==> src/rtl/instr_encoder.sv <==
`default_nettype none
// ============================================================================
// Module      : instr_encoder
// Description : Encodes field-level RV32 requests (ADD, SUB, ADDI, LW, SW,
//               BEQ, BNE, JAL, LUI) into 32-bit words and writes them to
//               consecutive IMEM word addresses through one output register.
// Revision    : 1.0 - initial release
// ============================================================================
module instr_encoder #(
   parameter int ADDR_W    = 10,
   parameter int BASE_ADDR = 0
) (
   input  logic              clk_i,
   input  logic              rst_ni,
   input  logic              start_i,
   input  logic              req_valid_i,
   output logic              req_ready_o,
   input  logic [3:0]        req_kind_i,
   input  logic [4:0]        req_rd_i,
   input  logic [4:0]        req_rs1_i,
   input  logic [4:0]        req_rs2_i,
   input  logic [31:0]       req_imm_i,
   input  logic              req_last_i,
   output logic              wr_valid_o,
   input  logic              wr_ready_i,
   output logic [ADDR_W-1:0] wr_addr_o,
   output logic [31:0]       wr_data_o,
   output logic              done_o,
   output logic              err_o,
   output logic [ADDR_W-1:0] err_addr_o,
   output logic [ADDR_W:0]   count_o
);

   localparam logic [ADDR_W-1:0] c_base = ADDR_W'(BASE_ADDR);
   localparam logic [31:0]       c_nop  = 32'h0000_0013;

   typedef enum logic [1:0] {
      S_IDLE = 2'd0,
      S_RUN  = 2'd1,
      S_LAST = 2'd2
   } state_t;

   state_t              r_state;
   state_t              w_state_nxt;
   logic                r_wr_valid;
   logic [ADDR_W-1:0]   r_wr_addr;
   logic [31:0]         r_wr_data;
   logic [ADDR_W-1:0]   r_addr;
   logic [ADDR_W:0]     r_count;
   logic                r_err;
   logic [ADDR_W-1:0]   r_err_addr;
   logic                r_done;

   logic                w_ready;
   logic                w_accept;
   logic                w_wr_fire;
   logic                w_wrap;
   logic                w_legal;
   logic [31:0]         w_enc;
   logic                w_i_ok;
   logic                w_b_ok;
   logic                w_j_ok;

   // A single output register: a new request may enter whenever the held word leaves this cycle.
   assign w_ready   = (r_state == S_RUN) && (!r_wr_valid || wr_ready_i);
   assign w_accept  = req_valid_i && w_ready;
   assign w_wr_fire = r_wr_valid && wr_ready_i;
   assign w_wrap    = (r_addr == {ADDR_W{1'b1}});

   // Signed range checks: upper bits must be a pure sign extension; branch/jump offsets even.
   assign w_i_ok = (req_imm_i[31:11] == '0) || (req_imm_i[31:11] == '1);
   assign w_b_ok = ((req_imm_i[31:12] == '0) || (req_imm_i[31:12] == '1)) && !req_imm_i[0];
   assign w_j_ok = ((req_imm_i[31:20] == '0) || (req_imm_i[31:20] == '1)) && !req_imm_i[0];

   // Field encoding of the current request; illegal requests collapse to a NOP.
   always_comb begin
      w_enc   = c_nop;
      w_legal = 1'b1;
      case (req_kind_i)
         4'd0: w_enc = {7'b0000000, req_rs2_i, req_rs1_i, 3'b000, req_rd_i, 7'h33};
         4'd1: w_enc = {7'b0100000, req_rs2_i, req_rs1_i, 3'b000, req_rd_i, 7'h33};
         4'd2: begin
            w_legal = w_i_ok;
            w_enc   = {req_imm_i[11:0], req_rs1_i, 3'b000, req_rd_i, 7'h13};
         end
         4'd3: begin
            w_legal = w_i_ok;
            w_enc   = {req_imm_i[11:0], req_rs1_i, 3'b010, req_rd_i, 7'h03};
         end
         4'd4: begin
            w_legal = w_i_ok;
            w_enc   = {req_imm_i[11:5], req_rs2_i, req_rs1_i, 3'b010, req_imm_i[4:0], 7'h23};
         end
         4'd5, 4'd6: begin
            w_legal = w_b_ok;
            w_enc   = {req_imm_i[12], req_imm_i[10:5], req_rs2_i, req_rs1_i,
                       (req_kind_i == 4'd6) ? 3'b001 : 3'b000,
                       req_imm_i[4:1], req_imm_i[11], 7'h63};
         end
         4'd7: begin
            w_legal = w_j_ok;
            w_enc   = {req_imm_i[20], req_imm_i[10:1], req_imm_i[11], req_imm_i[19:12],
                       req_rd_i, 7'h6F};
         end
         4'd8: begin
            w_legal = (req_imm_i[11:0] == 12'h000);
            w_enc   = {req_imm_i[31:12], req_rd_i, 7'h37};
         end
         default: w_legal = 1'b0;
      endcase
      if (!w_legal) begin
         w_enc = c_nop;
      end
   end

   // Run FSM next-state: load starts from IDLE only, ends after the last word drains.
   always_comb begin
      w_state_nxt = r_state;
      case (r_state)
         S_IDLE:  if (start_i) w_state_nxt = S_RUN;
         S_RUN:   if (w_accept && req_last_i) w_state_nxt = S_LAST;
         S_LAST:  if (w_wr_fire) w_state_nxt = S_IDLE;
         default: w_state_nxt = S_IDLE;
      endcase
   end

   // FSM state register.
   always_ff @(posedge clk_i or negedge rst_ni) begin
      if (!rst_ni) begin
         r_state <= S_IDLE;
      end else begin
         r_state <= w_state_nxt;
      end
   end

   // Output register, address counter, error capture and done pulse.
   always_ff @(posedge clk_i or negedge rst_ni) begin
      if (!rst_ni) begin
         r_wr_valid <= 1'b0;
         r_wr_addr  <= c_base;
         r_wr_data  <= '0;
         r_addr     <= c_base;
         r_count    <= '0;
         r_err      <= 1'b0;
         r_err_addr <= '0;
         r_done     <= 1'b0;
      end else begin
         r_done <= (r_state == S_LAST) && w_wr_fire;
         if ((r_state == S_IDLE) && start_i) begin
            r_addr     <= c_base;
            r_count    <= '0;
            r_err      <= 1'b0;
            r_err_addr <= '0;
         end
         if (w_accept) begin
            r_wr_valid <= 1'b1;
            r_wr_addr  <= r_addr;
            r_wr_data  <= w_enc;
            r_addr     <= r_addr + 1'b1;
            r_count    <= r_count + 1'b1;
            if (!w_legal || w_wrap) begin
               r_err <= 1'b1;
               // A bad request blames its own slot; a pure wrap blames the wrapped-to slot.
               if (!r_err) begin
                  r_err_addr <= w_legal ? (r_addr + 1'b1) : r_addr;
               end
            end
         end else if (w_wr_fire) begin
            r_wr_valid <= 1'b0;
         end
      end
   end

   assign req_ready_o = w_ready;
   assign wr_valid_o  = r_wr_valid;
   assign wr_addr_o   = r_wr_addr;
   assign wr_data_o   = r_wr_data;
   assign done_o      = r_done;
   assign err_o       = r_err;
   assign err_addr_o  = r_err_addr;
   assign count_o     = r_count;

endmodule
`default_nettype wire

==> config.mk <==
export PLATFORM = sky130hd
export DESIGN_NAME = instr_encoder
export DESIGN_NICKNAME = d
export VERILOG_FILES = /design/src/rtl/instr_encoder.sv
export SDC_FILE = /design/constraint.sdc
export NUM_CORES = 1
export LEC_CHECK = 0
export CAP_MARGIN = 20
export CORE_UTILIZATION = 35
export DETAILED_ROUTE_END_ITERATION = 8
export GPL_TIMING_DRIVEN = 0
export HOLD_SLACK_MARGIN = 0.15
export PLACE_DENSITY = 0.72
export SETUP_SLACK_MARGIN = 0.15
export SYNTH_ARGS = -nofsm -noshare
export SYNTH_HDL_FRONTEND = slang
export SYNTH_SLANG_ARGS = --single-unit
==> constraint.sdc <==
create_clock -name clk_i -period 2.79 [get_ports clk_i]
set_input_delay 0.279 -clock clk_i [delete_from_list [all_inputs] [get_ports clk_i]]
set_output_delay 0.279 -clock clk_i [all_outputs]
set_load 0.02 [all_outputs]
==> results by group, run 1 <==
Route
  – DR vias: 3890
  – Vias per cell: 5.51
  – Post-Route WL: 12.1 mm
  – Wire length per cell after detailed routing: 17.2 um
  – DRC violations left: 0
  – DRC marker count from the first detailed-route iteration: 303
  – Number of routed nets with antenna violations: 0
  – Iteration count of the initial detailed-routing pass: 5

Floorplanning
  – Die Height: 108 um
  – Core Box Area: 10900 um2
  – Die ar.: 11800 um2
  – Initial core utilization: 36.3%
  – Standard-cell rows: 38
  – Chip Width: 108 um
  – Num ports: 124

Setup path
  – Critical path class: input port to flip-flop
  – Type of origin of the critical path: input port
  – Setup slack of the most critical reg-to-reg path: 0.53 ns
  – R2r startpoint: r_addr[0]
  – Critical path peak fanout: 9
  – Kind of end point of the critical path: flip-flop
  – Crit path arrival time: 2.62 ns
  – CP required: 3.06 ns
  – Depth of the worst register-to-register path: 7
  – End of the worst register-to-register path: err_addr_o[9]

Placement
  – Post-detail-place hpwl: 9.12 mm
  – Port Buf Inserts: 120
  – Minimum setup slack after placement: 0.112 ns
  – Instance count after placement with tap cells included: 689
  – Gpl congestion: 0.920
  – Cell Area, Placed: 5370 um2

Timing
  – Worst setup skew after layout: 0.00623 ns
  – Hold Slack: 0.343 ns
  – Achievable clock frequency: 0.425 GHz
  – Final setup violating endpoints: 0
  – Post-route minimum period: 2.35 ns
  – Final Slew Violations: 0
  – Worst slew margin relative to its limit: 61.2%
  – Least setup slack across all paths after layout: 0.438 ns
  – RSZ-0062 raised after global routing: no
  – Slew of the pin with the lowest slew margin: 0.582 ns
  – Part of the cycle the worst path needs: 84.3%
  – Hold Vio Cnt, Final: 0

Yosys
  – Sequential-to-total area share from yosys stat: 48.6%
  – Distinct cell type count of the synthesized netlist: 58
  – Most frequently used flop master after synthesis: sky130_fd_sc_hd__dfrtp_1
  – Mapped cell area: 3970 um2
  – Number of synthesized flops with an enable pin: 0
  – Syn_nets: 487
  – Cell count after synthesis: 428
  – Number of synthesized register bits: 77
  – Yosys Warn Count: 0
  – Average instance area after synthesis: 9.27 um2
  – Share of async-settable or async-resettable flops after synthesis: 100%

Status
  – Status: complete, no violations

Global route
  – Antenna violations before repair: 0
  – Maximum number of pins on one net before global-route repair: 61
  – GRT Total Usage: 21.6%
  – Vias in the first global route: 3887
  – Global-route wire length before repair: 19.5 mm
  – Grt ovf: 0

Layout
  – Area taken by flip-flops and latches: 1930 um2
  – Non-Filler Cell Area, Final: 5670 um2
  – Most frequent cells in the layout: 119 x sky130_fd_sc_hd__clkdlybuf4s50_1, 94 x sky130_fd_sc_hd__nand2_1, 77 x sky130_fd_sc_hd__dfrtp_1
  – Area added between synthesis and finish: 42.9%
  – Most common cell after layout, fill and taps aside: sky130_fd_sc_hd__clkdlybuf4s50_1
  – Share of post-route cells with drive strength above 1: 8.13%
  – Count of filler cells inserted in the layout: 1039
  – Total Nets Final: 620
  – Antenna Diode Count: 0
  – Total area of multi-input combinational cells: 1890 um2
  – Cell Count, Final, Fillers Out: 706

Job
  – Reported max-cap violation count: 0

Hold path
  – Sink of the worst hold path: wr_data_o[19]
  – Worst min-delay path startpoint: req_kind_i[3]
  – Number of cells traversed by the worst hold path: 3
  – Worst Hold Class: input port to flip-flop

Clock network
  – Longest Clk Path Bufs: 2
  – Number of cells upsized or downsized after cts: 0
  – Clock tree from TritonCTS: built
  – Number of H-tree levels: 3
  – Clock Pin Slew Worst Setup and Hold Paths: 0.06 ns
  – Number of clock sinks: 77
  – Clock buffers created by TritonCTS: 9
  – Later-pin clock latency in the skew report: 0.33 ns
  – Root buffer selected by CTS: sky130_fd_sc_hd__clkbuf_16

Power
  – Worst IR Drop VDD: 0.306 mV
  – Leakage power: 2.43 nW
  – Cell Pwr Density: 661 nW/um2
registers in the layout, indices dropped and copies added (netlist names):
register / flops
wr_data_o: 31
wr_addr_o: 10
count_o: 11
wr_valid_o: 1
err_addr_o: 10
done_o: 1
err_o: 1
r_state: 2
r_addr: 10
what timing repair did:
action                                 CTS  global route
endpoints found under the hold margin   17             0
hold buffers                             1             0
buffers inserted                         0             0
setup endpoints to repair                0             0
per-stage QoR:
stage,utilization (%),setup TNS [ns],total power [W]
after global routing,51.8,0,0.00395
final,51.8,0,0.00375
after detailed placement,49.1,0,0.00261
after CTS,51.8,0,0.00378
after floorplan,-,0,0.00203
after global placement,48.9,-97.93,0.00258
report_power, final:
part	total, W	switching (W)	internal (W)	leakage [nW]
Sequential	0.00139	0.000128	0.00126	1.05
Combinational	0.00121	0.000723	0.000487	1.23
Clock	0.00115	0.000464	0.000688	0.149
Total	0.00375	0.00131	0.00243	2.43
kinds of logic (layout without fill, tap and decap cells):
group / after synthesis / after routing / synth area share, %
compound gates: 125 / 125 / 22.0
simple gates: 191 / 191 / 23.8
buf+inv: 28 / 166 / 3.72
fa+ha+maj: 2 / 2 / 0.631
mux: 4 / 4 / 1.07
flops: 77 / 77 / 48.6
xor+xnor: 1 / 1 / 0.221
layer usage:
metal / global-route usage [%] / part of all wire, %
met1: 25.7 / 40
met5: 0 / 0
met4: 7.43 / 1.8
met3: 6.27 / 7.9
met2: 37.2 / 50
Yosys cell counts (3+ instances only):
library cell	n	area, um2
sky130_fd_sc_hd__nand2_1	94	353
sky130_fd_sc_hd__dfrtp_1	77	1930
sky130_fd_sc_hd__o21ai_0	48	240
sky130_fd_sc_hd__nor2_1	20	75.1
sky130_fd_sc_hd__clkbuf_1	16	60.1
sky130_fd_sc_hd__a22oi_1	14	105
sky130_fd_sc_hd__nand3_1	13	65.1
sky130_fd_sc_hd__and3_1	10	62.6
sky130_fd_sc_hd__a22o_1	9	78.8
sky130_fd_sc_hd__nand4_1	9	56.3
sky130_fd_sc_hd__nor2b_1	8	50.1
sky130_fd_sc_hd__o31ai_1	8	60.1
sky130_fd_sc_hd__nand2b_1	7	43.8
sky130_fd_sc_hd__a21oi_1	6	30.0
sky130_fd_sc_hd__a222oi_1	6	60.1
sky130_fd_sc_hd__and2_1	6	37.5
sky130_fd_sc_hd__a21o_1	5	37.5
sky130_fd_sc_hd__nor4_1	5	31.3
sky130_fd_sc_hd__a22o_2	4	40.0
sky130_fd_sc_hd__buf_6	4	45.0
sky130_fd_sc_hd__nor3_1	4	20.0
sky130_fd_sc_hd__o22ai_1	4	25.0
sky130_fd_sc_hd__a32o_1	3	30.0
sky130_fd_sc_hd__buf_2	3	15.0
sky130_fd_sc_hd__o21bai_1	3	22.5
worst max-delay path, cell delays in order:
cell and delay, ns:
sky130_fd_sc_hd__clkdlybuf4s50_1 0.55, sky130_fd_sc_hd__nand4_1 0.12, sky130_fd_sc_hd__nor3_1 0.46, sky130_fd_sc_hd__a32o_2 0.26
sky130_fd_sc_hd__a222oi_1 0.10, sky130_fd_sc_hd__buf_6 0.16, sky130_fd_sc_hd__nor2_1 0.43, sky130_fd_sc_hd__a32o_1 0.25
area by class of cell:
cell class	instances	area share (%)
Tap cell	140	3.09
Buffer	28	2.60
Clock inverter	7	1.13
Timing Repair Buffer	122	21.8
Clock buffer	9	3.97
Sequential cell	77	34.0
Multi-Input combinational cell	323	33.4
worst max path at each step:
stage,startpoint,endpoint,cells past startpoint,slack (ns)
floorplan,wr_valid_o,err_addr_o[7],7,0.68
global placement,rst_ni,wr_data_o[23],1,-1.28
detailed placement,req_imm_i[12],wr_data_o[14],8,0.11
CTS,req_imm_i[12],wr_data_o[14],8,0.46
global route,req_imm_i[20],wr_data_o[14],8,0.20
finish,req_imm_i[20],wr_data_o[14],8,0.44
No activity file was read; power rests on OpenSTA's default activity.
==> inputs of run 2 (changes only) <==
PLACE_DENSITY = 0.74   (was 0.72)
clock period = 1.97 ns   (was 2.79 ns; I/O delays follow)
==> run 2 against run 1 <==
Net effect: power is 60% higher; worst hold slack worse by 0.19 ns; the run now ends with negative setup slack left; first-iteration DRC count is 29% lower; highest routed layer unchanged; clock-buffer cell count is 2 higher; register-to-register slack worse by 0.56 ns; worst setup slack worse by 0.46 ns.
==> results by group, run 2 (synthesized netlist as in run 1, its figures left out) <==
Status
  – Status: finished, violations left (was complete, no violations)
  – Failing checks: negative setup slack

Setup path
  – Crit path buf inv count: 1 (was 2)
  – CP required: 2.19 ns (was 3.06 ns)
  – Kind of end point of the critical path: flip-flop (unchanged)
  – Slowest stage cell on the critical path: sky130_fd_sc_hd__or3b_4 (was sky130_fd_sc_hd__clkdlybuf4s50_1)
  – Setup slack of the most critical reg-to-reg path: -0.03 ns (was 0.53 ns)
  – Top delay family on crit path: simple AND/OR/NAND/NOR gates (unchanged)
  – Crit path arrival time: 2.22 ns (was 2.62 ns)
  – Critical path class: flip-flop to flip-flop (was input port to flip-flop)
  – Type of origin of the critical path: flip-flop (was input port)
  – Delay of the slowest cell on the worst path: 0.41 ns (was 0.55 ns)
  – Critical path peak fanout: 6 (was 9)
  – Sequence of cells on the critical path: nor2b_4 -> or3b_4 -> buf_8 -> or3_4 -> nand2_4 -> a21oi_4 -> a221o_1 (was clkdlybuf4s50_1 -> nand4_1 -> nor3_1 -> a32o_2 -> a222oi_1 -> buf_6 -> nor2_1 -> a32o_1)

Job
  – Reported max-cap violation count: 0 (unchanged)

Placement
  – Gpl congestion: 0.865 (was 0.920)
  – Port Buf Inserts: 120 (unchanged)
  – Instance count after placement with tap cells included: 689 (unchanged)
  – Cell Area, Placed: 5430 um2 (was 5370 um2)
  – Post-detail-place hpwl: 9.13 mm (was 9.12 mm)

Clock network
  – Clock tree from TritonCTS: built (unchanged)
  – Later-pin clock latency in the skew report: 0.34 ns (was 0.33 ns)
  – Longest Clk Path Bufs: 2 (unchanged)
  – Root buffer selected by CTS: sky130_fd_sc_hd__clkbuf_16 (unchanged)
  – Clock Pin Slew Worst Setup and Hold Paths: 0.07 ns (was 0.06 ns)
  – Number of H-tree levels: 3 (unchanged)
  – Clock buffers created by TritonCTS: 9 (unchanged)
  – Number of clock sinks: 77 (unchanged)

Timing
  – Hold Vio Cnt, Final: 0 (unchanged)
  – Final Slew Violations: 0 (unchanged)
  – Worst setup skew after layout: 0.00801 ns (was 0.00623 ns)
  – Final setup violating endpoints: 2 (was 0)
  – Part of the cycle the worst path needs: 101%
  – Final setup TNS: -0.0515 ns (was 0 ns)
  – Achievable clock frequency: 0.501 GHz
  – RSZ-0062 raised after global routing: yes (was no)
  – Slew of the pin with the lowest slew margin: 0.558 ns (was 0.582 ns)
  – Least setup slack across all paths after layout: -0.0265 ns (was 0.438 ns)
  – Post-route minimum period: 2.00 ns
  – Worst slew margin relative to its limit: 62.8% (was 61.2%)

Hold path
  – Worst Hold Class: input port to flip-flop (unchanged)

Global route
  – Global-route wire length before repair: 20.4 mm (was 19.5 mm)
  – GRT Total Usage: 22.7% (was 21.6%)
  – Maximum number of pins on one net before global-route repair: 64 (was 61)
  – Vias in the first global route: 4090 (was 3887)
  – Antenna violations before repair: 0 (unchanged)
  – Grt ovf: 0 (unchanged)

Layout
  – Total Nets Final: 646 (was 620)
  – Non-Filler Cell Area, Final: 6280 um2 (was 5670 um2)
  – Area added between synthesis and finish: 58.3% (was 42.9%)
  – Flip-flop count of the largest register after layout: 31 (unchanged)
  – Most frequent cells in the layout: 94 x sky130_fd_sc_hd__clkdlybuf4s50_1, 93 x sky130_fd_sc_hd__nand2_1, 75 x sky130_fd_sc_hd__dfrtp_1 (was 119 x sky130_fd_sc_hd__clkdlybuf4s50_1, 94 x sky130_fd_sc_hd__nand2_1, 77 x sky130_fd_sc_hd__dfrtp_1)
  – Cell Count, Final, Fillers Out: 732 (was 706)
  – Antenna Diode Count: 0 (unchanged)
  – Count of filler cells inserted in the layout: 931 (was 1039)
  – Share of post-route cells with drive strength above 1: 23.8% (was 8.13%)
  – Most common cell after layout, fill and taps aside: sky130_fd_sc_hd__clkdlybuf4s50_1 (unchanged)

Floorplanning
  – Die ar.: 11800 um2 (unchanged)
  – Standard-cell rows: 38 (unchanged)
  – Die Height: 108 um (unchanged)
  – Chip Width: 108 um (unchanged)
  – Initial core utilization: 36.3% (unchanged)
  – Core Box Area: 10900 um2 (unchanged)
  – Num ports: 124 (unchanged)

Route
  – Post-Route WL: 13.1 mm (was 12.1 mm)
  – Iteration count of the initial detailed-routing pass: 5 (unchanged)
  – Vias per cell: 5.69 (was 5.51)
  – Number of routed nets with antenna violations: 0 (unchanged)
  – Wire length per cell after detailed routing: 17.9 um (was 17.2 um)
  – DRC violations left: 0 (unchanged)
  – DR vias: 4163 (was 3890)
  – DRC marker count from the first detailed-route iteration: 216 (was 303)

Power
  – Pwr Total: 0.00601 W (was 0.00375 W)
  – Cell Pwr Density: 957 nW/um2 (was 661 nW/um2)
  – Worst IR Drop VDD: 0.518 mV (was 0.306 mV)
  – Leakage power: 2.77 nW (was 2.43 nW)
run 2: changes by cell type in the layout (fill, tap and decap cells not counted), moves of 6 or more:
cell,delta
sky130_fd_sc_hd__buf_4,+19
sky130_fd_sc_hd__o31ai_2,+6
sky130_fd_sc_hd__o21ai_1,+13
sky130_fd_sc_hd__o31ai_1,-7
sky130_fd_sc_hd__buf_6,+9
sky130_fd_sc_hd__clkbuf_1,-8
sky130_fd_sc_hd__buf_2,+6
sky130_fd_sc_hd__buf_8,+6
sky130_fd_sc_hd__o21ai_0,-27
sky130_fd_sc_hd__o21ai_2,+14
sky130_fd_sc_hd__clkdlybuf4s50_1,-25
sky130_fd_sc_hd__clkbuf_2,+6
run 2: power breakdown:
part / internal (W) / switching (W)
clock network: 0.00128 / 0.000665
registers: 0.00179 / 0.000190
logic: 0.000924 / 0.00117
run 2: metrics by stage:
step / hold slack, ns / utilization [%] / worst slack [ns]
after floorplan: -0.0986 / - / -0.0264
after global placement: 0.459 / 49.4 / -2.18
after detailed placement: 0.0708 / 49.6 / -0.682
after CTS: 0.156 / 55.1 / -0.0299
after global routing: 0.159 / 57.4 / -0.0958
final: 0.156 / 57.4 / -0.0265
run 2: layout make-up:
cell class                 count  area, um2  share of cell area [%]
multi-input combinational    324       2150                    34.3
timing repair buffer         147       1450                    23.1
clock buffer                  11        243                    3.86
clock inverter                 5        108                    1.71
sequential                    77       1930                    30.7
buffer                        28        225                    3.58
tap                          140        175                    2.79
run 2: per-layer routing:
layer / vias up / global-route usage [%] / wire [um]
met5: - / 0 / 0
met4: 0 / 10.3 / 340
met3: 32 / 5.00 / 1070
met2: 221 / 38.8 / 6540
met1: 2014 / 27.2 / 5140
li1: 1896 / - / -
run 2: worst paths after layout:
path,startpoint,endpoint,cells past startpoint
max in group asynchronous,rst_ni,r_addr[0],3
worst max-delay path,wr_valid_o,err_addr_o[7],7
min in group asynchronous,rst_ni,err_addr_o[8],2
worst min register to register,wr_addr_o[2],wr_addr_o[2],2
worst max register to register,wr_valid_o,err_addr_o[7],7
worst min-delay path,req_imm_i[14],wr_data_o[14],2
run 2: worst reg2reg max path: cells and delay by family, from the launching register on:
kind            cells  cell delay (ns)
buf+inv             1             0.15
compound gates      2             0.36
simple gates        4             0.99
flops               1             0.40
run 2: repair_timing:
| action | CTS | global route |
|---|---|---|
| resized for setup | 99 | 86 |
| pin swaps | 30 | 20 |
| buffers inserted | 14 | 8 |
| endpoints found under the setup margin | 73 | 72 |
| cloned | 2 | 2 |
| hold buffers | 1 | 0 |
| hold endpoints to repair | 77 | 0 |
==> inputs of run 3 (changes only) <==
ABC_CLOCK_PERIOD_IN_PS = 1970   (was default)
CORE_ASPECT_RATIO = 0.7   (was default)
CTS_CLUSTER_SIZE = 8   (was default)
==> run 3 against run 2 <==
Net effect: power is 1.7% lower; flip-flop and latch count is the same; worst hold slack better by 0.053 ns; largest cell class unchanged; the flow still finishes with violations (negative setup slack).
==> results by group, run 3 (synthesized netlist as in run 1, its figures left out) <==
Status
  – Status: finished, violations left (unchanged)
  – Failing checks: negative setup slack (unchanged)

Layout
  – Layout Utilization: 57.2% (was 57.4%)
  – Count of filler cells inserted in the layout: 950 (was 931)
  – Flip-flop count of the largest register after layout: 31 (unchanged)
  – Antenna Diode Count: 0 (unchanged)
  – Most common cell after layout, fill and taps aside: sky130_fd_sc_hd__nand2_1 (was sky130_fd_sc_hd__clkdlybuf4s50_1)
  – Area added between synthesis and finish: 58.8% (was 58.3%)
  – Most frequent cells in the layout: 91 x sky130_fd_sc_hd__nand2_1, 90 x sky130_fd_sc_hd__clkdlybuf4s50_1, 75 x sky130_fd_sc_hd__dfrtp_1 (was 94 x sky130_fd_sc_hd__clkdlybuf4s50_1, 93 x sky130_fd_sc_hd__nand2_1, 75 x sky130_fd_sc_hd__dfrtp_1)
  – Share of post-route cells with drive strength above 1: 22.1% (was 23.8%)
  – Total Nets Final: 647 (was 646)

Timing
  – Final setup TNS: -0.0504 ns (was -0.0515 ns)
  – Worst slew margin relative to its limit: 61.9% (was 62.8%)
  – Post-route minimum period: 2.00 ns (about the same)
  – Part of the cycle the worst path needs: 101% (about the same)
  – Slew of the pin with the lowest slew margin: 0.571 ns (was 0.558 ns)
  – Worst setup skew after layout: 0.00616 ns (was 0.00801 ns)
  – Final setup violating endpoints: 2 (unchanged)
  – Hold Vio Cnt, Final: 0 (unchanged)
  – Final Slew Violations: 0 (unchanged)
  – Least setup slack across all paths after layout: -0.0269 ns (was -0.0265 ns)
  – Achievable clock frequency: 0.501 GHz (about the same)
  – RSZ-0062 raised after global routing: yes (unchanged)

Placement
  – Minimum setup slack after placement: -0.666 ns (was -0.682 ns)
  – Port Buf Inserts: 120 (unchanged)
  – Post-detail-place hpwl: 9.57 mm (was 9.13 mm)
  – Gpl congestion: 0.894 (was 0.865)

Hold path
  – Worst Hold Class: input port to flip-flop (unchanged)

Setup path
  – Sequence of cells on the critical path: nor2b_4 -> or3b_4 -> buf_8 -> or3_4 -> nand2_4 -> a21oi_4 -> a221o_1 (unchanged)
  – Delay of the slowest cell on the worst path: 0.41 ns (about the same)
  – Type of origin of the critical path: flip-flop (unchanged)
  – Slowest stage cell on the critical path: sky130_fd_sc_hd__or3b_4 (unchanged)
  – Critical path peak fanout: 5 (was 6)
  – CP required: 2.19 ns (about the same)
  – Crit path arrival time: 2.21 ns (was 2.22 ns)
  – Kind of end point of the critical path: flip-flop (unchanged)
  – Critical path class: flip-flop to flip-flop (unchanged)

Clock network
  – Later-pin clock latency in the skew report: 0.33 ns (was 0.34 ns)
  – Clock tree from TritonCTS: built (unchanged)
  – Number of H-tree levels: 3 (unchanged)
  – Root buffer selected by CTS: sky130_fd_sc_hd__clkbuf_16 (unchanged)
  – Clock buffers created by TritonCTS: 9 (unchanged)
  – Longest Clk Path Bufs: 2 (unchanged)
  – Clock Pin Slew Worst Setup and Hold Paths: 0.06 ns (was 0.07 ns)
  – Number of clock sinks: 77 (unchanged)

Route
  – Number of routed nets with antenna violations: 0 (unchanged)
  – Wire length per cell after detailed routing: 18.4 um (was 17.9 um)
  – DRC marker count from the first detailed-route iteration: 298 (was 216)
  – Post-Route WL: 13.8 mm (was 13.1 mm)
  – Iteration count of the initial detailed-routing pass: 6 (was 5)
  – DRC violations left: 0 (unchanged)
  – DR vias: 4141 (was 4163)
  – Vias per cell: 5.55 (was 5.69)

Floorplanning
  – Die Height: 91.1 um (was 108 um)
  – Core Box Area: 11000 um2 (was 10900 um2)
  – Standard-cell rows: 32 (was 38)
  – Chip Width: 129 um (was 108 um)
  – Die ar.: 11800 um2 (about the same)
  – Initial core utilization: 36.0% (was 36.3%)
  – Num ports: 124 (unchanged)

Power
  – Pwr Total: 0.00591 W (was 0.00601 W)
  – Worst IR Drop VDD: 0.477 mV (was 0.518 mV)
  – Leakage power: 2.75 nW (was 2.77 nW)
  – Cell Pwr Density: 939 nW/um2 (was 957 nW/um2)

Global route
  – Grt ovf: 0 (unchanged)
  – Antenna violations before repair: 0 (unchanged)
  – Vias in the first global route: 3870 (was 4090)
  – GRT Total Usage: 24.1% (was 22.7%)
  – Global-route wire length before repair: 21.5 mm (was 20.4 mm)
  – Maximum number of pins on one net before global-route repair: 45 (was 64)

Job
  – Reported max-cap violation count: 0 (unchanged)
[run 3: changes by cell type in the layout (fill, tap and decap cells not counted), sizes merged, moves of 2 or more]
cell / delta
dlygate4sd2: +6
clkdlybuf4s50: -4
clkinvlp: +3
buf: -2
bufinv: -2
clkinv: -2
dlymetal6s2s: +2
inv: +2
[run 3: cell type report]
class / instances / area, um2 / share of cell area [%]
Clock inverter: 6 / 70.1 / 1.11
Multi-Input combinational cell: 324 / 2110 / 33.5
Buffer: 28 / 269 / 4.27
Timing Repair Buffer: 148 / 1490 / 23.6
Tap cell: 153 / 191 / 3.04
Sequential cell: 77 / 1930 / 30.6
Clock buffer: 10 / 239 / 3.79
[run 3: power by group]
group / internal [W] / switching [W]
logic: 0.00100 / 0.00123
clock network: 0.00103 / 0.000695
registers: 0.00179 / 0.000176
total: 0.00381 / 0.00210
[run 3: critical path, delay by kind of cell, from the launching register on]
kind / cells / cell delay (ns)
flops: 1 / 0.40
buf+inv: 1 / 0.14
compound gates: 2 / 0.36
simple gates: 4 / 0.97
[run 3: path summary, 6_finish.rpt]
| path | cells past startpoint | slack, ns | start | endpoint |
|---|---|---|---|---|
| max | 7 | -0.03 | wr_valid_o | err_addr_o[7] |
| min | 3 | 0.21 | req_imm_i[12] | wr_data_o[12] |
| max reg2reg | 7 | -0.03 | wr_valid_o | err_addr_o[7] |
| min reg2reg | 2 | 0.48 | wr_addr_o[4] | wr_addr_o[4] |
| max in group asynchronous | 3 | 0.99 | rst_ni | r_addr[0] |
| min in group asynchronous | 2 | 0.37 | rst_ni | wr_data_o[22] |
[run 3: what timing repair did]
| item | in CTS | in global routing |
|---|---|---|
| endpoints found under the setup margin | 73 | 70 |
| cloned | 4 | 0 |
| pin swaps | 32 | 20 |
| endpoints found under the hold margin | 34 | 0 |
| buffers inserted | 15 | 7 |
| resized for setup | 107 | 75 |
| hold buffers | 2 | 0 |
[run 3: stage by stage]
stage	std cells	hold slack [ns]	instance area [um2]
after floorplan	428	-0.0986	4020
after global placement	701	0.465	5420
after detailed placement	702	0.193	5440
after CTS	739	0.205	6110
after global routing	746	0.226	6300
final	746	0.210	6300
[run 3: metal layers]
metal	vias up	wire (um)	GRT usage [%]	part of all wire (%)
met2	188	5860	34.2	43
met4	0	243	6.96	1.8
met3	25	1140	5.36	8.3
met5	-	0	0	0
li1	1902	-	-	-
met1	2026	6510	36.2	47
